[src/rtl/hrglass_timer_if.sv]
// Strategy-driver <-> hourglass timer bus.
// master : turn-strategy driver (start/target/tick/turns out, status in)
// slave  : hrglass_timer (status out)
// The "hourglass ran out" strobe is carried as evAny because "event" is a
// reserved word in SystemVerilog.
interface hrglass_timer_if #(
   parameter int unsigned W  = 8,
   parameter int unsigned CW = 3
);
   logic          start;
   logic [W-1:0]  target;
   logic          tick;
   logic          turnSmall;
   logic          turnLarge;
   logic          evAny;
   logic          evSmall;
   logic          evLarge;
   logic [W-1:0]  elapsed;
   logic [CW-1:0] smallTop;
   logic [CW-1:0] largeTop;
   logic          busy;
   logic          done;
   logic          failed;

   modport master (
      output start, target, tick, turnSmall, turnLarge,
      input  evAny, evSmall, evLarge, elapsed, smallTop, largeTop, busy, done, failed
   );

   modport slave (
      input  start, target, tick, turnSmall, turnLarge,
      output evAny, evSmall, evLarge, elapsed, smallTop, largeTop, busy, done, failed
   );
endinterface

[src/rtl/hrglass_timer.sv]
// Two-hourglass (SMALL / LARGE minute) puzzle environment, one minute per tick.
// Emits registered "ran out" events and reports whether target was hit
// exactly on an event boundary (DONE) or missed / stalled (FAIL).
// Ports:
//   clock   : sole clock, posedge
//   reset_n : asynchronous active-low reset
//   bus     : hrglass_timer_if.slave (start/target/tick/turns in;
//             evAny/evSmall/evLarge/elapsed/tops/busy/done/failed out)
// Optional: define HRGLASS_STRICT_TURN_EN to fail on turns issued in RUN
// outside an event cycle (otherwise they are ignored).
module hrglass_timer #(
   parameter int unsigned W     = 8,
   parameter int unsigned SMALL = 4,
   parameter int unsigned LARGE = 7,
   parameter int unsigned CW    = 3
) (
   input  logic          clock,
   input  logic          reset_n,
   hrglass_timer_if.slave bus
);

   localparam logic [CW-1:0] CAP_S       = CW'(SMALL);
   localparam logic [CW-1:0] CAP_L       = CW'(LARGE);
   localparam logic [W-1:0]  ELAPSED_MAX = '1;

   typedef enum logic [1:0] {S_IDLE, S_RUN, S_DONE, S_FAIL} state_e;

   state_e        state_q,    state_d;
   logic [W-1:0]  target_q,   target_d;
   logic [W-1:0]  elapsed_q,  elapsed_d;
   logic [CW-1:0] small_q,    small_d;
   logic [CW-1:0] large_q,    large_d;
   logic          ev_small_q, ev_small_d;
   logic          ev_large_q, ev_large_d;
   logic          event_q;
   logic          busy_q, done_q, failed_q;

   // post-flip tops, used as the base for a same-cycle decrement
   logic [CW-1:0] small_f, large_f;
   logic          tick_en;

   // next-state logic
   always_comb begin
      state_d    = state_q;
      target_d   = target_q;
      elapsed_d  = elapsed_q;
      small_d    = small_q;
      large_d    = large_q;
      ev_small_d = 1'b0;
      ev_large_d = 1'b0;
      small_f    = small_q;
      large_f    = large_q;
      tick_en    = 1'b0;

      unique case (state_q)
         S_IDLE: begin
            if (bus.start) begin
               target_d  = bus.target;
               elapsed_d = '0;
               small_f   = bus.turnSmall ? CAP_S - small_q : small_q;
               large_f   = bus.turnLarge ? CAP_L - large_q : large_q;
               small_d   = small_f;
               large_d   = large_f;
               if (bus.target == '0)                      state_d = S_DONE;
               else if (small_f == '0 && large_f == '0)   state_d = S_FAIL;
               else                                       state_d = S_RUN;
            end
         end
         S_RUN: begin
            if (event_q && elapsed_q == target_q) begin
               // exact hit on an event boundary; turns and tick are moot
               state_d = S_DONE;
            end else if (event_q) begin
               small_f = bus.turnSmall ? CAP_S - small_q : small_q;
               large_f = bus.turnLarge ? CAP_L - large_q : large_q;
               small_d = small_f;
               large_d = large_f;
               if (small_f == '0 && large_f == '0) state_d = S_FAIL;
               else                                tick_en = bus.tick;
            end
`ifdef HRGLASS_STRICT_TURN_EN
            else if (bus.turnSmall || bus.turnLarge) begin
               state_d = S_FAIL;
            end
`endif
            else begin
               tick_en = bus.tick;
            end

            if (tick_en) begin
               if (elapsed_q == ELAPSED_MAX) begin
                  state_d = S_FAIL;
               end else begin
                  elapsed_d = elapsed_q + W'(1);
                  small_d   = small_f - CW'(small_f != '0);
                  large_d   = large_f - CW'(large_f != '0);
                  if (elapsed_d > target_q) begin
                     state_d = S_FAIL;
                  end else begin
                     ev_small_d = (small_f == CW'(1));
                     ev_large_d = (large_f == CW'(1));
                  end
               end
            end
         end
         default: ;
      endcase
   end

   // state and output registers
   always_ff @(posedge clock or negedge reset_n) begin
      if (!reset_n) begin
         state_q    <= S_IDLE;
         target_q   <= '0;
         elapsed_q  <= '0;
         small_q    <= '0;
         large_q    <= '0;
         ev_small_q <= 1'b0;
         ev_large_q <= 1'b0;
         event_q    <= 1'b0;
         busy_q     <= 1'b0;
         done_q     <= 1'b0;
         failed_q   <= 1'b0;
      end else begin
         state_q    <= state_d;
         target_q   <= target_d;
         elapsed_q  <= elapsed_d;
         small_q    <= small_d;
         large_q    <= large_d;
         ev_small_q <= ev_small_d;
         ev_large_q <= ev_large_d;
         event_q    <= ev_small_d | ev_large_d;
         busy_q     <= (state_d == S_RUN);
         done_q     <= (state_d == S_DONE);
         failed_q   <= (state_d == S_FAIL);
      end
   end

   assign bus.evAny    = event_q;
   assign bus.evSmall  = ev_small_q;
   assign bus.evLarge  = ev_large_q;
   assign bus.elapsed  = elapsed_q;
   assign bus.smallTop = small_q;
   assign bus.largeTop = large_q;
   assign bus.busy     = busy_q;
   assign bus.done     = done_q;
   assign bus.failed   = failed_q;

endmodule

[src/flat_wrapper.sv]
// flat-port wrapper written by rule: the top's interface ports become plain ports
module hrglass_timer_flat 
#(
   parameter int unsigned W     = 8,
   parameter int unsigned SMALL = 4,
   parameter int unsigned LARGE = 7,
   parameter int unsigned CW    = 3
)
  (clock, reset_n, bus_start, bus_target, bus_tick, bus_turnSmall, bus_turnLarge, bus_evAny, bus_evSmall, bus_evLarge, bus_elapsed, bus_smallTop, bus_largeTop, bus_busy, bus_done, bus_failed);
  hrglass_timer_if #(.W(W), .CW(CW)) bus_i ();
  input  logic clock;
  input  logic reset_n;
  input wire logic [$bits(bus_i.start)-1:0] bus_start;
  input wire logic [$bits(bus_i.target)-1:0] bus_target;
  input wire logic [$bits(bus_i.tick)-1:0] bus_tick;
  input wire logic [$bits(bus_i.turnSmall)-1:0] bus_turnSmall;
  input wire logic [$bits(bus_i.turnLarge)-1:0] bus_turnLarge;
  output wire logic [$bits(bus_i.evAny)-1:0] bus_evAny;
  output wire logic [$bits(bus_i.evSmall)-1:0] bus_evSmall;
  output wire logic [$bits(bus_i.evLarge)-1:0] bus_evLarge;
  output wire logic [$bits(bus_i.elapsed)-1:0] bus_elapsed;
  output wire logic [$bits(bus_i.smallTop)-1:0] bus_smallTop;
  output wire logic [$bits(bus_i.largeTop)-1:0] bus_largeTop;
  output wire logic [$bits(bus_i.busy)-1:0] bus_busy;
  output wire logic [$bits(bus_i.done)-1:0] bus_done;
  output wire logic [$bits(bus_i.failed)-1:0] bus_failed;
  assign bus_i.start = bus_start;
  assign bus_i.target = bus_target;
  assign bus_i.tick = bus_tick;
  assign bus_i.turnSmall = bus_turnSmall;
  assign bus_i.turnLarge = bus_turnLarge;
  assign bus_evAny = bus_i.evAny;
  assign bus_evSmall = bus_i.evSmall;
  assign bus_evLarge = bus_i.evLarge;
  assign bus_elapsed = bus_i.elapsed;
  assign bus_smallTop = bus_i.smallTop;
  assign bus_largeTop = bus_i.largeTop;
  assign bus_busy = bus_i.busy;
  assign bus_done = bus_i.done;
  assign bus_failed = bus_i.failed;
  hrglass_timer #(.W(W), .SMALL(SMALL), .LARGE(LARGE), .CW(CW)) u_core (.clock(clock), .reset_n(reset_n), .bus(bus_i));
endmodule
[config.mk]
export PLATFORM = sky130hd
export DESIGN_NAME = hrglass_timer_flat
export DESIGN_NICKNAME = d
export VERILOG_FILES = /design/src/rtl/hrglass_timer_if.sv /design/src/rtl/hrglass_timer.sv /design/src/flat_wrapper.sv
export SDC_FILE = /design/constraint.sdc
export NUM_CORES = 1
export LEC_CHECK = 0
export ABC_AREA = 1
export ABC_CLOCK_PERIOD_IN_PS = 3900
export CAP_MARGIN = 10
export CELL_PAD_IN_SITES_DETAIL_PLACEMENT = 1
export CELL_PAD_IN_SITES_GLOBAL_PLACEMENT = 2
export CORE_MARGIN = 5
export CORE_UTILIZATION = 29
export CTS_CLUSTER_DIAMETER = 100
export DETAILED_ROUTE_END_ITERATION = 6
export PLACE_DENSITY = 0.87
export SLEW_MARGIN = 10
export SYNTH_ARGS = -nofsm -noshare
export SYNTH_HDL_FRONTEND = slang
export SYNTH_SLANG_ARGS = --single-unit
export TNS_END_PERCENT = 30
[constraint.sdc]
create_clock -name clock -period 3.9 [get_ports clock]
set_input_delay 0.585 -clock clock [delete_from_list [all_inputs] [get_ports clock]]
set_output_delay 0.585 -clock clock [all_outputs]
set_load 0.01 [all_outputs]
==> After elaboration in Yosys (flattened, before gate mapping) <==
Cells that the tools add are included.
{ "word_totals": {"ff_bits": 30, "output_inout_bits": 20, "wordCells": 83} }
{ "classes": {"n_lt_le_gt_ge": 1, "n_bitwise": 1, "reduce_logical": 12, "eq_ne": 11, "n_addsub": 5, "mux": 42} }
{ "ops": {"columns": ["op", "n"], "rows": [
  ["3-bit 2-to-1 mux", 14],
  ["8-bit 2-to-1 mux", 3],
  ["2-bit 2-to-1 mux", 9],
  ["8-bit one-hot mux with 2 select lines", 1],
  ["1-bit 2-to-1 mux", 12],
  ["3-bit one-hot mux with 2 select lines", 2],
  ["8-bit by 1-bit adder with 8-bit output (second input constant)", 1],
  ["8-bit == test", 1],
  ["8-bit == test (second input constant)", 1],
  ["8-bit greater-than comparator", 1],
  ["8-bit logical NOT", 1],
  ["3-bit by 1-bit == test with 1-bit output (second input constant)", 2],
  ["3-bit logical NOT", 2],
  ["3-bit nonzero test", 2],
  ["3-bit by 1-bit subtractor with 3-bit output", 2],
  ["3-bit subtractor (first input constant)", 2],
  ["2-bit by 1-bit == test with 1-bit output (second input constant)", 2],
  ["2-bit == test (second input constant)", 2],
  ["2-bit != test (second input constant)", 2],
  ["2-bit one-hot mux with 2 select lines", 1],
  ["2-bit AND reduction", 2],
  ["4-bit AND reduction", 1],
  ["1-bit logical AND", 2],
  ["2-bit logical NOT", 1],
  ["other kinds (3)", 3]
]} }

==> Depth between registers and ports, before layout <==
Gate-level depths: netlist of the first run.
{ "logic_depth": {"depth_word": 12, "mapped_depth": 19, "ltp_nobuf": 19} }

==> Worst setup path before layout of the first run <==
Ideal clock, no wire load.
{ "synth_path": {"kind": "flip-flop to flip-flop", "startpoint": "register u_core.elapsed_q[2] (netlist: u_core.bus.elapsed[2])", "endpoint": "register u_core.busy_q (netlist: u_core.bus.busy)", "synth_period_minus_slack_ps": 2279, "setup_slack_ps": 1621, "path_stages_with_launch": 17, "arrival_time_ps": 2207, "cell_sequence": "dfrtp_1 -> inv_2 -> nor3_2 -> nand3_1 -> nor3_1 -> xor2_1 -> ha_1 -> a21oi_1 -> o21a_1 -> nand2_1 -> nand2_1 -> nand2_4 -> nand3_2 -> nand2_2 -> nand2_2 -> nand2_1 -> nor2_1"} }
{ "synth_between": {"elab_chain_cells": 8} }
{ "synth_rtl": {"columns": ["element", "line", "source"], "rows": [
  ["from (decl)", "hrglass_timer.sv:30", "logic [W-1:0] elapsed_q, elapsed_d;"],
  ["from (signal assigned)", "hrglass_timer.sv:127", "elapsed_q <= elapsed_d;"],
  ["branches (longest 5 deep; another with 8-bit by 1-bit adder with 8-bit output)", null, null],
  ["2-bit 2-to-1 mux *", "hrglass_timer.sv:90", "if (tick_en) begin"],
  ["2-bit one-hot mux with 2 select lines *", "hrglass_timer.sv:55", "unique case (state_q)"],
  ["net u_core.state_d[1]", "hrglass_timer.sv:28", "state_e state_q, state_d;"],
  ["2-bit by 1-bit == test with 1-bit output *", "hrglass_timer.sv:133", "busy_q <= (state_d == S_RUN);"],
  ["to (signal assigned)", "hrglass_timer.sv:133", null],
  ["to (decl)", "hrglass_timer.sv:36", "logic busy_q, done_q, failed_q;"]
]} }
Mark *: on every way through the listed nets, which the timed path passes. The select of a mux whose other input is x is not followed.
A chain may end at the register's enable or synchronous reset.

==> Worst setup path after layout of the first run <==
{ "layout_path": {"startpoint": "register u_core.elapsed_q[0] (netlist: u_core.bus.elapsed[0])", "endpoint": "register u_core.large_q[1] (netlist: u_core.bus.largeTop[1])"} }
{ "layout_between": {"elab_chain_cells": 9} }
{ "layout_rtl": {"columns": ["element", "line", "source"], "rows": [
  ["8-bit == test", "hrglass_timer.sv:70", "if (event_q && elapsed_q == target_q) begin"],
  ["1-bit logical AND", "hrglass_timer.sv:70", null],
  ["3-bit 2-to-1 mux", "hrglass_timer.sv:70", null],
  ["3-bit 2-to-1 mux", "hrglass_timer.sv:55", null],
  ["3-bit nonzero test", "hrglass_timer.sv:96", "large_d = large_f - CW'(large_f != '0);"],
  ["3-bit by 1-bit subtractor with 3-bit output", "hrglass_timer.sv:96", null],
  ["3-bit 2-to-1 mux", "hrglass_timer.sv:91", "if (elapsed_q == ELAPSED_MAX) begin"],
  ["3-bit 2-to-1 mux *", "hrglass_timer.sv:90", null],
  ["3-bit one-hot mux with 2 select lines *", "hrglass_timer.sv:55", null],
  ["to (signal assigned)", "hrglass_timer.sv:129", "large_q <= large_d;"],
  ["to (decl)", "hrglass_timer.sv:32", "logic [CW-1:0] large_q, large_d;"]
]} }
Mark *: on every way between the ends. The rest lies on a longest branch, timed or not. The select of a mux whose other input is x is not followed.

==> summary.md, run 1 <==
| Metric | Value |
|---|---|
| # placed instances | `roughly 420` |
| CTS Sinks | `30` |
| Die width | `95.8 µm` |
| Post-route ant nets | `0` |
| Synth Flop Type | `dfrtp_1` |
| Yosys top cell area share | `0.352` |
| CTS tree | `yes` |
| Netlist area before placement | `2130 µm²` |
| Worst Hold Class | `reg2reg` |
| Register area share after synthesis | `0.352` |
| Fmax | `0.379 GHz` |
| Fin area | `~2700 µm²` |
| Reg clk slew, reported paths | `about 70 ps` |
| Post-CTS setup buffers | `0` |
| Yosys reg bits | `30` |
| Pre-antenna DRT Iters | `4` |
| Fin crit share | `0.676` |
| TritonCTS Buffers | `5` |
| LEAKAGE | `~0.0014 µW` |
| Initial antenna violation count | `0` |
| Area Overhead vs Synth | `24.9%` |
| WL final | `between 5000 and 6000 µm` |
| # fillers | `932` |
| All-Layer GR Usage | `0.143` |
| # setup viols final | `0` |
| Vias in the first global route | `2061` |
| Post-synthesis cell count | `290` |
| Synthesized area per cell | `7.36 µm²` |
| Sw Share | `0.272` |
| DRC | `0` |
| Initial DRC count | `46` |
| Syn Nets | `318` |
| Hpwl dp | `about 4800 µm` |
| Number of flops mapped to enable cells by yosys | `0` |
| Crit Path Class | `reg2reg` |
| Post-place setup slack | `1250 ps` |
| Setup TNS | `0 ps` |
| Final nets | `355` |
| Non-Filler Instances | `427` |
| Cts hold-fix bufs | `0` |
| PwrDens | `between 200 and 300 nW/µm²` |
| Vias post-DR | `1972` |
| Max-slew headroom | `0.556` |
| Clock Root Buffer | `clkbuf_8` |
| Via density per instance | `4.62` |
| Minimum clock period | `2640 ps` |
| Reg power frac | `0.467` |
| Critical Path Source Type | `flop` |
| Critical path capture point type | `flop` |
| Async set-reset flop share out of synthesis | `1.00` |
| Share of cells above drive strength 1 | `0.116` |
| # IOs | `34` |
| Clock Skews | `5.97 ps` |
| Core Region | `7210 µm²` |
| Initial core utilization | `0.296` |
| Comb pwr share | `0.132` |
| Die area | `between 9000 and 10000 µm²` |
| Row cnt | `31` |
| MaxCap Viol Count | `0` |
| Int Pwr | `496 µW` |
| Worst EP required | `4110 ps` |
| WL/cell | `14.0 µm` |
| Status | `finished clean` |
| Crit path DAT | `2850 ps` |
| Cell taking the most area after synthesis | `dfrtp_1` |
| Seq. cell area | `751 µm²` |
| Top cell types by occurrence after synthesis | `nand2_1, inv_1, dfrtp_1, nand3_1` |
| Area contributors post-synth | `dfrtp_1, nand2_1, ha_1, inv_1, nand3_1` |
| Final Max Tran Viols | `0` |
| Synth warnings | `0` |
| VDD IR-drop max | `0.116 mV` |
| Post-route setup slack | `1260 ps` |
| RD Place Congestion | `0.806` |
| Post-DP Area | `about 2600 µm²` |
| Clock latency on the worst-skew pair | `290 ps` |
| Part of the power in the clock network | `0.401` |
| H-tree depth | `2` |
| Bufs on Longest Clock Path | `2` |
| Post-cts resize count | `0` |
| Global-route wire length before repair | `10000 µm` |
| Critical path fanouts, max | `6` |
| RSZ-0062 raised after global routing | `no` |
| Most common cell in the netlist | `nand2_1` |
| Final hold vios | `0` |
| Largest net degree at the start of global routing | `31` |
| Antenna Cells | `0` |
| Sw Pwr | `~190 µW` |
| Worst Tran Pin Value | `665 ps` |
| Die Span Y | `95.8 µm` |
| Number of port buffers | `33` |
| Gr ovfl total | `0` |
| Synth unique cells | `33` |
| Multi-input gate area | `1170 µm²` |
==> through the flow <==
step	util	total power [µW]	hold WS (ps)
2_1_floorplan	-	370	289
3_3_place_gp	0.356	413	481
3_5_place_dp	0.356	416	509
4_1_cts	0.370	697	527
5_1_grt	0.370	718	559
6_report	0.370	681	520
==> power by group through the flow <==
stage	logic [µW]	registers, µW	clock network, µW
floorplan	43.6	326	0
global placement	89.3	324	0
CTS	92.6	318	286
finish	89.9	318	273
detailed placement	91.9	324	0
global route	103	318	297
==> path summary, 6_finish.rpt <==
path / start / end / slack (ps) / cells after the start
max: u_core.bus.elapsed[0] / u_core.bus.largeTop[1] / 1260 / 14
min: u_core.target_q[0] / u_core.target_q[0] / 520 / 2
max reg2reg: u_core.bus.elapsed[0] / u_core.bus.largeTop[1] / 1260 / 14
min reg2reg: u_core.target_q[0] / u_core.target_q[0] / 520 / 2
max in group asynchronous: reset_n / u_core.bus.evSmall / 2910 / 2
min in group asynchronous: reset_n / u_core.target_q[5] / 690 / 2
==> critical path, cell delays in order, from the launching register on <==
cell and delay [ps]:
dfrtp_1 420, ha_1 350, a21oi_1 140, nand2_1 110, nor2_4 150, nand2_2 130, nand2_4 120, nand2_1 70
nand2_1 140, nand3_1 120, ha_1 200, ha_1 270, nand4_1 90, nand3_1 90, a21oi_1 150
==> kinds of logic (layout without fill, tap and decap cells) <==
kind of cell	count (synthesis)	count (layout)	synth area share
adder cells (fa/ha/maj)	14	14	0.0821
buffers and inverters	55	93	0.101
flip-flops	30	30	0.352
XOR/XNOR	7	7	0.0287
AND/OR/NAND/NOR	146	146	0.338
AO/OA/AOI/OAI	38	38	0.0985
==> cells in the final DEF, fill, tap and decap left out, types with 3 or more instances in the layout <==
master / Yosys / final
inv_1: 44 / 44
a21oi_1: 9 / 9
nand2_2: 6 / 6
xor2_1: 5 / 5
nor2_1: 7 / 7
dfrtp_1: 30 / 30
ha_1: 14 / 14
nand2_4: 3 / 3
nand3_1: 17 / 17
nor2_4: 4 / 4
o21ai_1: 8 / 8
o21ai_0: 14 / 14
nand4_1: 9 / 9
clkdlybuf4s50_1: 0 / 33
inv_2: 7 / 7
nand2_1: 89 / 89
clkbuf_8: 0 / 6
==> flip-flops by register name, indices dropped and copies added (netlist names) <==
| name | count |
|---|---|
| u_core.bus.busy | 1 |
| u_core.bus.evAny | 1 |
| u_core.bus.evSmall | 1 |
| u_core.bus.elapsed | 8 |
| u_core.bus.failed | 1 |
| u_core.bus.evLarge | 1 |
| u_core.bus.largeTop | 3 |
| u_core.target_q | 8 |
| u_core.state_q | 2 |
| u_core.bus.done | 1 |
| u_core.bus.smallTop | 3 |
==> final cells by class <==
| cell class | instances | share of cell area |
|---|---|---|
| clock buffers | 6 | 0.0310 |
| inverters | 51 | 0.0718 |
| flip-flops and latches | 30 | 0.282 |
| multi-input cells | 205 | 0.438 |
| repair buffers | 34 | 0.127 |
| clock inverters | 2 | 0.00469 |
| well taps | 99 | 0.0465 |
==> layer usage <==
metal	vias up	wire length [µm]	GRT usage
met3	6	253	0.0336
met4	0	66	0.0427
met2	34	2760	0.232
met1	936	2920	0.189
met5	-	0	0
li1	996	-	-
(Power assumes the default switching activity.)
==> run 2: changes to the inputs <==
--- a/config.mk
+++ b/config.mk
@@ -6,15 +6,15 @@
 export NUM_CORES = 1
 export LEC_CHECK = 0
 export ABC_AREA = 1
-export ABC_CLOCK_PERIOD_IN_PS = 3900
+export ABC_CLOCK_PERIOD_IN_PS = 2260
 export CAP_MARGIN = 10
 export CELL_PAD_IN_SITES_DETAIL_PLACEMENT = 1
 export CELL_PAD_IN_SITES_GLOBAL_PLACEMENT = 2
 export CORE_MARGIN = 5
-export CORE_UTILIZATION = 29
+export CORE_UTILIZATION = 27
 export CTS_CLUSTER_DIAMETER = 100
 export DETAILED_ROUTE_END_ITERATION = 6
-export PLACE_DENSITY = 0.87
+export PLACE_DENSITY = 0.85
 export SLEW_MARGIN = 10
 export SYNTH_ARGS = -nofsm -noshare
 export SYNTH_HDL_FRONTEND = slang
==> constraint.sdc (replaced) <==
create_clock -name clock -period 2.26 [get_ports clock]
set_input_delay 0.339 -clock clock [delete_from_list [all_inputs] [get_ports clock]]
set_output_delay 0.339 -clock clock [all_outputs]
set_load 0.01 [all_outputs]
==> run 2 against run 1 <==
  * The run now ends with setup timing left
  * Utilization up 2.0 points
  * Register-to-register slack worse by 1400 ps
  * Clock power up 54%
  * Setup slack worse by 1400 ps
  * Wire length up 11%
  * Final cell count up 8.4%
  * First-iteration DRC count up 74%
  * Flip-flop and latch count unchanged
  * Power up 68%
  * Global-route usage down 0.15 points
  * Maximum frequency up 11%
  * Combinational power up 91%
  * Critical path type unchanged
  * Largest cell class unchanged
  * Highest routed layer unchanged
==> summary.md, run 2 (same netlist as run 1, synthesis figures left out) <==
| Metric | Value |
|---|---|
| Vias in the first global route | `2311 (+12%)` |
| Fin crit share | `1.05 (+0.377)` |
| Post-DP Area | `2810 µm² (+9.1%)` |
| Max-slew headroom | `0.650 (+0.0936)` |
| Fmax | `0.420 GHz (+11%)` |
| TritonCTS Buffers | `5 (unchanged)` |
| H-tree depth | `2 (unchanged)` |
| LEAKAGE | `0.00158 µW (+12%)` |
| Most frequent cells in the layout | `nand2_1, inv_1, buf_4` |
| Worst EP required | `2480 ps (-1630 ps)` |
| DRC | `0 (unchanged)` |
| Fin area | `3010 µm² (+13%)` |
| Reg clk slew, reported paths | `70 ps (about the same)` |
| Crit path DAT | `2600 ps (-250 ps)` |
| Most Frequent Cell on Critical Path | `nor3_4` |
| Antenna Cells | `0 (unchanged)` |
| Gr ovfl total | `0 (unchanged)` |
| RD Place Congestion | `0.849 (+5.3%)` |
| Post-place setup slack | `-349 ps (-1600 ps)` |
| Vias post-DR | `2123 (+7.7%)` |
| Area Overhead vs Synth | `41.0%` |
| Status | `finished, violations left` |
| Final Max Tran Viols | `0 (unchanged)` |
| Clock latency on the worst-skew pair | `280 ps (about the same)` |
| Worst Tran Pin Value | `525 ps (-140 ps)` |
| Initial antenna violation count | `0 (unchanged)` |
| Critical path fanouts, max | `3 (-3)` |
| Setup TNS | `-746 ps (-746 ps)` |
| Bufs on Longest Clock Path | `2 (unchanged)` |
| Core Region | `7730 µm² (+7.1%)` |
| Post-route ant nets | `0 (unchanged)` |
| Largest net degree at the start of global routing | `31 (unchanged)` |
| Global-route wire length before repair | `11200 µm (+12%)` |
| Die Span Y | `98.9 µm (+3.3%)` |
| Worst r2r path cells | `15 (+1)` |
| MaxCap Viol Count | `0 (unchanged)` |
| Die area | `9780 µm² (+6.6%)` |
| Critical R2R Capture | `u_core.bus.evAny` |
| All-Layer GR Usage | `0.142 (-0.00147)` |
| Row cnt | `32 (+3.2%)` |
| Initial core utilization | `0.276 (-0.0196)` |
| CP cell instances | `buf_6 > inv_4 > nor3_4 > nand3_2 > nor3_4 > xor2_2 > ha_1 > a21oi_2 > o21a_1 > nand2_1 > nand2_2 > nand2_4 > nor3_4 > nand4_1 > nand2_1` |
| Clock Skews | `11.4 ps (+5.47 ps)` |
| # fillers | `960 (+3.0%)` |
| # setup viols final | `9 (+9)` |
| Crit Path Class | `reg2reg` |
| Pre-antenna DRT Iters | `4 (unchanged)` |
| Number of port buffers | `33 (unchanged)` |
| Initial DRC count | `80 (+74%)` |
| Slowest-stage cell, CP | `dfrtp_1` |
| Critical Path Source Type | `flop` |
| Die width | `98.9 µm (+3.3%)` |
| Minimum clock period | `2380 ps (-257 ps)` |
| Via density per instance | `4.59 (-0.71%)` |
| Share of cells above drive strength 1 | `0.238 (+0.122)` |
| Final hold vios | `0 (unchanged)` |
| # IOs | `34 (unchanged)` |
| Worst R2R Setup Slack | `-120 ps (-1380 ps)` |
| VDD IR-drop max | `0.222 mV (+92%)` |
| Clock Root Buffer | `clkbuf_8` |
| Worst Hold Class | `in2async` |
| Critical path buffer and inverter count | `2 (+2)` |
| Final nets | `389 (+9.6%)` |
| Critical path capture point type | `flop` |
| Failing checks | `setup timing` |
| PwrDens | `379 nW/µm² (+48%)` |
| WL/cell | `14.4 µm (+2.7%)` |
| Cts hold-fix bufs | `0 (unchanged)` |
| Commonest non-fill, non-tap cell in the layout | `nand2_1` |
| CTS Sinks | `30 (unchanged)` |
| Post-route setup slack | `-120 ps (-1380 ps)` |
| CP top delay family | `simple AND/OR/NAND/NOR gates` |
| Hpwl dp | `5310 µm (+11%)` |
| WL final | `6670 µm (+11%)` |
| Reg2reg start | `u_core.bus.elapsed[0]` |
| RSZ-0062 raised after global routing | `yes` |
| CP max stage delay | `370 ps (-50 ps)` |
| CTS tree | `yes` |
==> run 2: changes by cell type in the layout (fill, tap and decap cells not counted), sizes merged <==
cell,previous run,this run
clkbuf,6,7
clkinv,1,0
buf,1,35
clkinvlp,1,0
==> run 2: timing repair <==
action / 4_1_cts / 5_1_grt
setup buffers: 3 / 1
resized for setup: 8 / 14
setup endpoints to repair: 11 / 20
pin swaps: 2 / 5
==> run 2: metal layers <==
metal  track usage  routed length, µm
met1         0.187               3160
met2         0.243               3270
met3        0.0219                157
met4        0.0315                 87
met5             0                  0
==> run 2: cell type report <==
type	count	area, µm²	area share
Clock buffer	7	76.3	0.0254
Timing Repair Buffer	68	597	0.198
Sequential cell	30	752	0.250
Inverter	51	194	0.0644
Tap cell	102	128	0.0424
Multi-Input combinational cell	205	1260	0.420
==> run 2: through the flow <==
| step | total power, µW | util | std cells | hold WS (ps) |
|---|---|---|---|---|
| after floorplan | 638 | - | 290 | 43.4 |
| after global placement | 727 | 0.363 | 452 | 472 |
| after detailed placement | 732 | 0.363 | 452 | 487 |
| after CTS | 1160 | 0.380 | 462 | 478 |
| after global routing | 1210 | 0.389 | 463 | 505 |
| final | 1140 | 0.389 | 463 | 461 |
==> run 2: how the worst max path moves through the flow <==
stage                               start                     end  cells after the start
global placement    u_core.bus.elapsed[0]        u_core.bus.evAny                     15
detailed placement  u_core.bus.elapsed[0]        u_core.bus.evAny                     15
global route        u_core.bus.elapsed[1]        u_core.bus.evAny                     14
CTS                 u_core.bus.elapsed[0]        u_core.bus.evAny                     15
finish              u_core.bus.elapsed[0]        u_core.bus.evAny                     15
floorplan           u_core.bus.elapsed[0]  u_core.bus.largeTop[1]                     14
==> run 2: where the power goes <==
part | switching (µW) | total (µW) | internal, µW
clock | 208 | 420 | 212
sequential | 5.15 | 549 | 544
combinational | 95.0 | 172 | 76.7
total | 308 | 1140 | 833
==> run 3: changes to the inputs <==
--- a/config.mk
+++ b/config.mk
@@ -15,7 +15,7 @@
 export CTS_CLUSTER_DIAMETER = 100
 export DETAILED_ROUTE_END_ITERATION = 6
 export PLACE_DENSITY = 0.85
-export SLEW_MARGIN = 10
+export SLEW_MARGIN = 25
 export SYNTH_ARGS = -nofsm -noshare
 export SYNTH_HDL_FRONTEND = slang
 export SYNTH_SLANG_ARGS = --single-unit
==> results of run 3 <==
The final DEF is identical to that of run 2; final timing and power are the same.
==> patch, RTL diff (settings of run 2) <==
`W` is set to 8 in 3 places; all go to 6.
--- a/src/rtl/hrglass_timer_if.sv
+++ b/src/rtl/hrglass_timer_if.sv
@@ -4,7 +4,7 @@
 // The "hourglass ran out" strobe is carried as evAny because "event" is a
 // reserved word in SystemVerilog.
 interface hrglass_timer_if #(
-   parameter int unsigned W  = 8,
+   parameter int unsigned W  = 6,
    parameter int unsigned CW = 3
 );
    logic          start;
--- a/src/rtl/hrglass_timer.sv
+++ b/src/rtl/hrglass_timer.sv
@@ -9,7 +9,7 @@
 // Optional: define HRGLASS_STRICT_TURN_EN to fail on turns issued in RUN
 // outside an event cycle (otherwise they are ignored).
 module hrglass_timer #(
-   parameter int unsigned W     = 8,
+   parameter int unsigned W     = 6,
    parameter int unsigned SMALL = 4,
    parameter int unsigned LARGE = 7,
    parameter int unsigned CW    = 3
--- a/src/flat_wrapper.sv
+++ b/src/flat_wrapper.sv
@@ -1,7 +1,7 @@
 // flat-port wrapper written by rule: the top's interface ports become plain ports
 module hrglass_timer_flat 
 #(
-   parameter int unsigned W     = 8,
+   parameter int unsigned W     = 6,
    parameter int unsigned SMALL = 4,
    parameter int unsigned LARGE = 7,
    parameter int unsigned CW    = 3
Interface: changed (resized bus_elapsed and bus_target); port bits go from 34 to 30. No check against the original RTL was run, so the function may have changed too.
==> patch against run 2 <==
- via count shrank 12%
- maximum frequency grew 7.0%
- count of clock-buffer cells in the layout shrank 4
- clock skew shrank 0.0054 ns
- highest routed layer unchanged
- routed wire length shrank 13%
- synthesized area shrank 14%
- final area shrank 11%
- non-clock buffer count shrank 8
- sequential cell count shrank 4
- sequential share of layout area shrank 0.47 points
- setup slack gained 0.16 ns
Power is left out: it rests on default switching activity, and per cell area and clock period it moved more than threefold.
==> patch: results <==
[detailed_routing]
via_count = 1862
drtIter0Drc = 49
routedWlPerCell_um = 14.7

[cts]
htreeDepth = 1
cts_made_buffers = 3
path_clk_slew_ns = 0.10

[place]
portBuffers = 29
hpwlAfterDp_um = 4530

[logic_synthesis]
seq_area_frac_synth_pct = 35.3
synth_area_leaders = "dfrtp_1 (35%), nand2_1 (15%), ha_1 (8.2%), inv_1 (6.7%), nand3_1 (4.9%)"
ys_types = 31
yosys-top-cells-count = "nand2_1 (76), inv_1 (33), dfrtp_1 (26)"

[critical_path]
critPathSlowestCell = "dfrtp_2"
cp_max_fo = 4
reg2reg_depth = 17
rr_endpoint = "u_core.bus.smallTop[2]"
max_stage_delay_ns = 0.46
crit_arrival_ns = 2.40

[cells_and_area]
final_nets = 339
drive_gt1_share_pct = 30.4
diodes = 0

[grt]
grt_pass1_wl_um = 9340
grt_use_total_pct = 13.6

[timing]
clock-skew-final_ns = 0.00602
holdWs_ns = 0.436
max-slew-margin-rel_pct = 67.7

[run_status]
status = "completed"
[patch: cell count changes in the layout (fill, tap and decap cells not counted), moves of 5 or more]
| cell | run 2 | this run |
|---|---|---|
| buf_4 | 34 | 29 |
| dfrtp_1 | 29 | 23 |
| ha_1 | 12 | 5 |
| inv_1 | 43 | 31 |
| nand2_1 | 86 | 68 |
| nand4_1 | 9 | 1 |
| nor2_1 | 6 | 15 |
[patch: how the worst max path moves through the flow]
stage                                     start                endpoint  slack [ns]  cells after the start
final                     u_core.bus.elapsed[0]  u_core.bus.smallTop[2]        0.04                     17
after global routing      u_core.bus.elapsed[0]         u_core.bus.busy       -0.08                     15
after CTS                 u_core.bus.elapsed[0]         u_core.bus.busy      -0.007                     15
after detailed placement  u_core.bus.elapsed[0]  u_core.bus.largeTop[1]       -0.08                     16
after global placement    u_core.bus.elapsed[0]  u_core.bus.largeTop[1]       0.003                     16
after floorplan           u_core.bus.elapsed[0]  u_core.bus.largeTop[1]       0.008                     16
[patch: cells by family (layout without fill, tap and decap cells)]
group	count (synthesis)	after routing	synth area share [%]
flops	26	26	35.3
simple gates	130	130	32.5
compound gates	37	37	12.4
xor+xnor	5	5	2.79
buf+inv	41	103	8.83
fa+ha+maj	12	12	8.15
[patch: final cells by class]
cell class | instances | area (um2)
fill | 830 | 4050
multi-input combinational | 184 | 1180
sequential | 26 | 654
timing repair buffer | 60 | 531
inverter | 40 | 158
tap | 80 | 100
clock buffer | 3 | 41.3
[patch: per-stage QoR]
| step | TNS [ns] | std cells | setup WS (ns) | area [um2] |
|---|---|---|---|---|
| 3_3_place_gp | 0 | 378 | 0.00302 | 2370 |
| 4_1_cts | -0.0138 | 384 | -0.00737 | 2460 |
| 6_report | 0 | 393 | 0.0356 | 2670 |
| 5_1_grt | -0.452 | 393 | -0.0813 | 2670 |
| 3_5_place_dp | -0.197 | 378 | -0.0804 | 2370 |
| 2_1_floorplan | 0 | 251 | 0.00822 | 1840 |
[patch: timing repair]
| action | 4_1_cts | 5_1_grt |
|---|---|---|
| cloned | 0 | 0 |
| pin swaps | 2 | 17 |
| setup endpoints to repair | 8 | 12 |
| resized for setup | 5 | 37 |
| buffers inserted | 3 | 9 |
[patch: routing by layer]
| metal | wire length (um) | GRT usage (%) | up-vias |
|---|---|---|---|
| met3 | 164 | 2.68 | 5 |
| met1 | 2650 | 17.3 | 916 |
| li1 | - | - | 922 |
| met4 | 34 | 2.23 | 0 |
| met2 | 2940 | 24.2 | 19 |
| met5 | 0 | 0 | - |
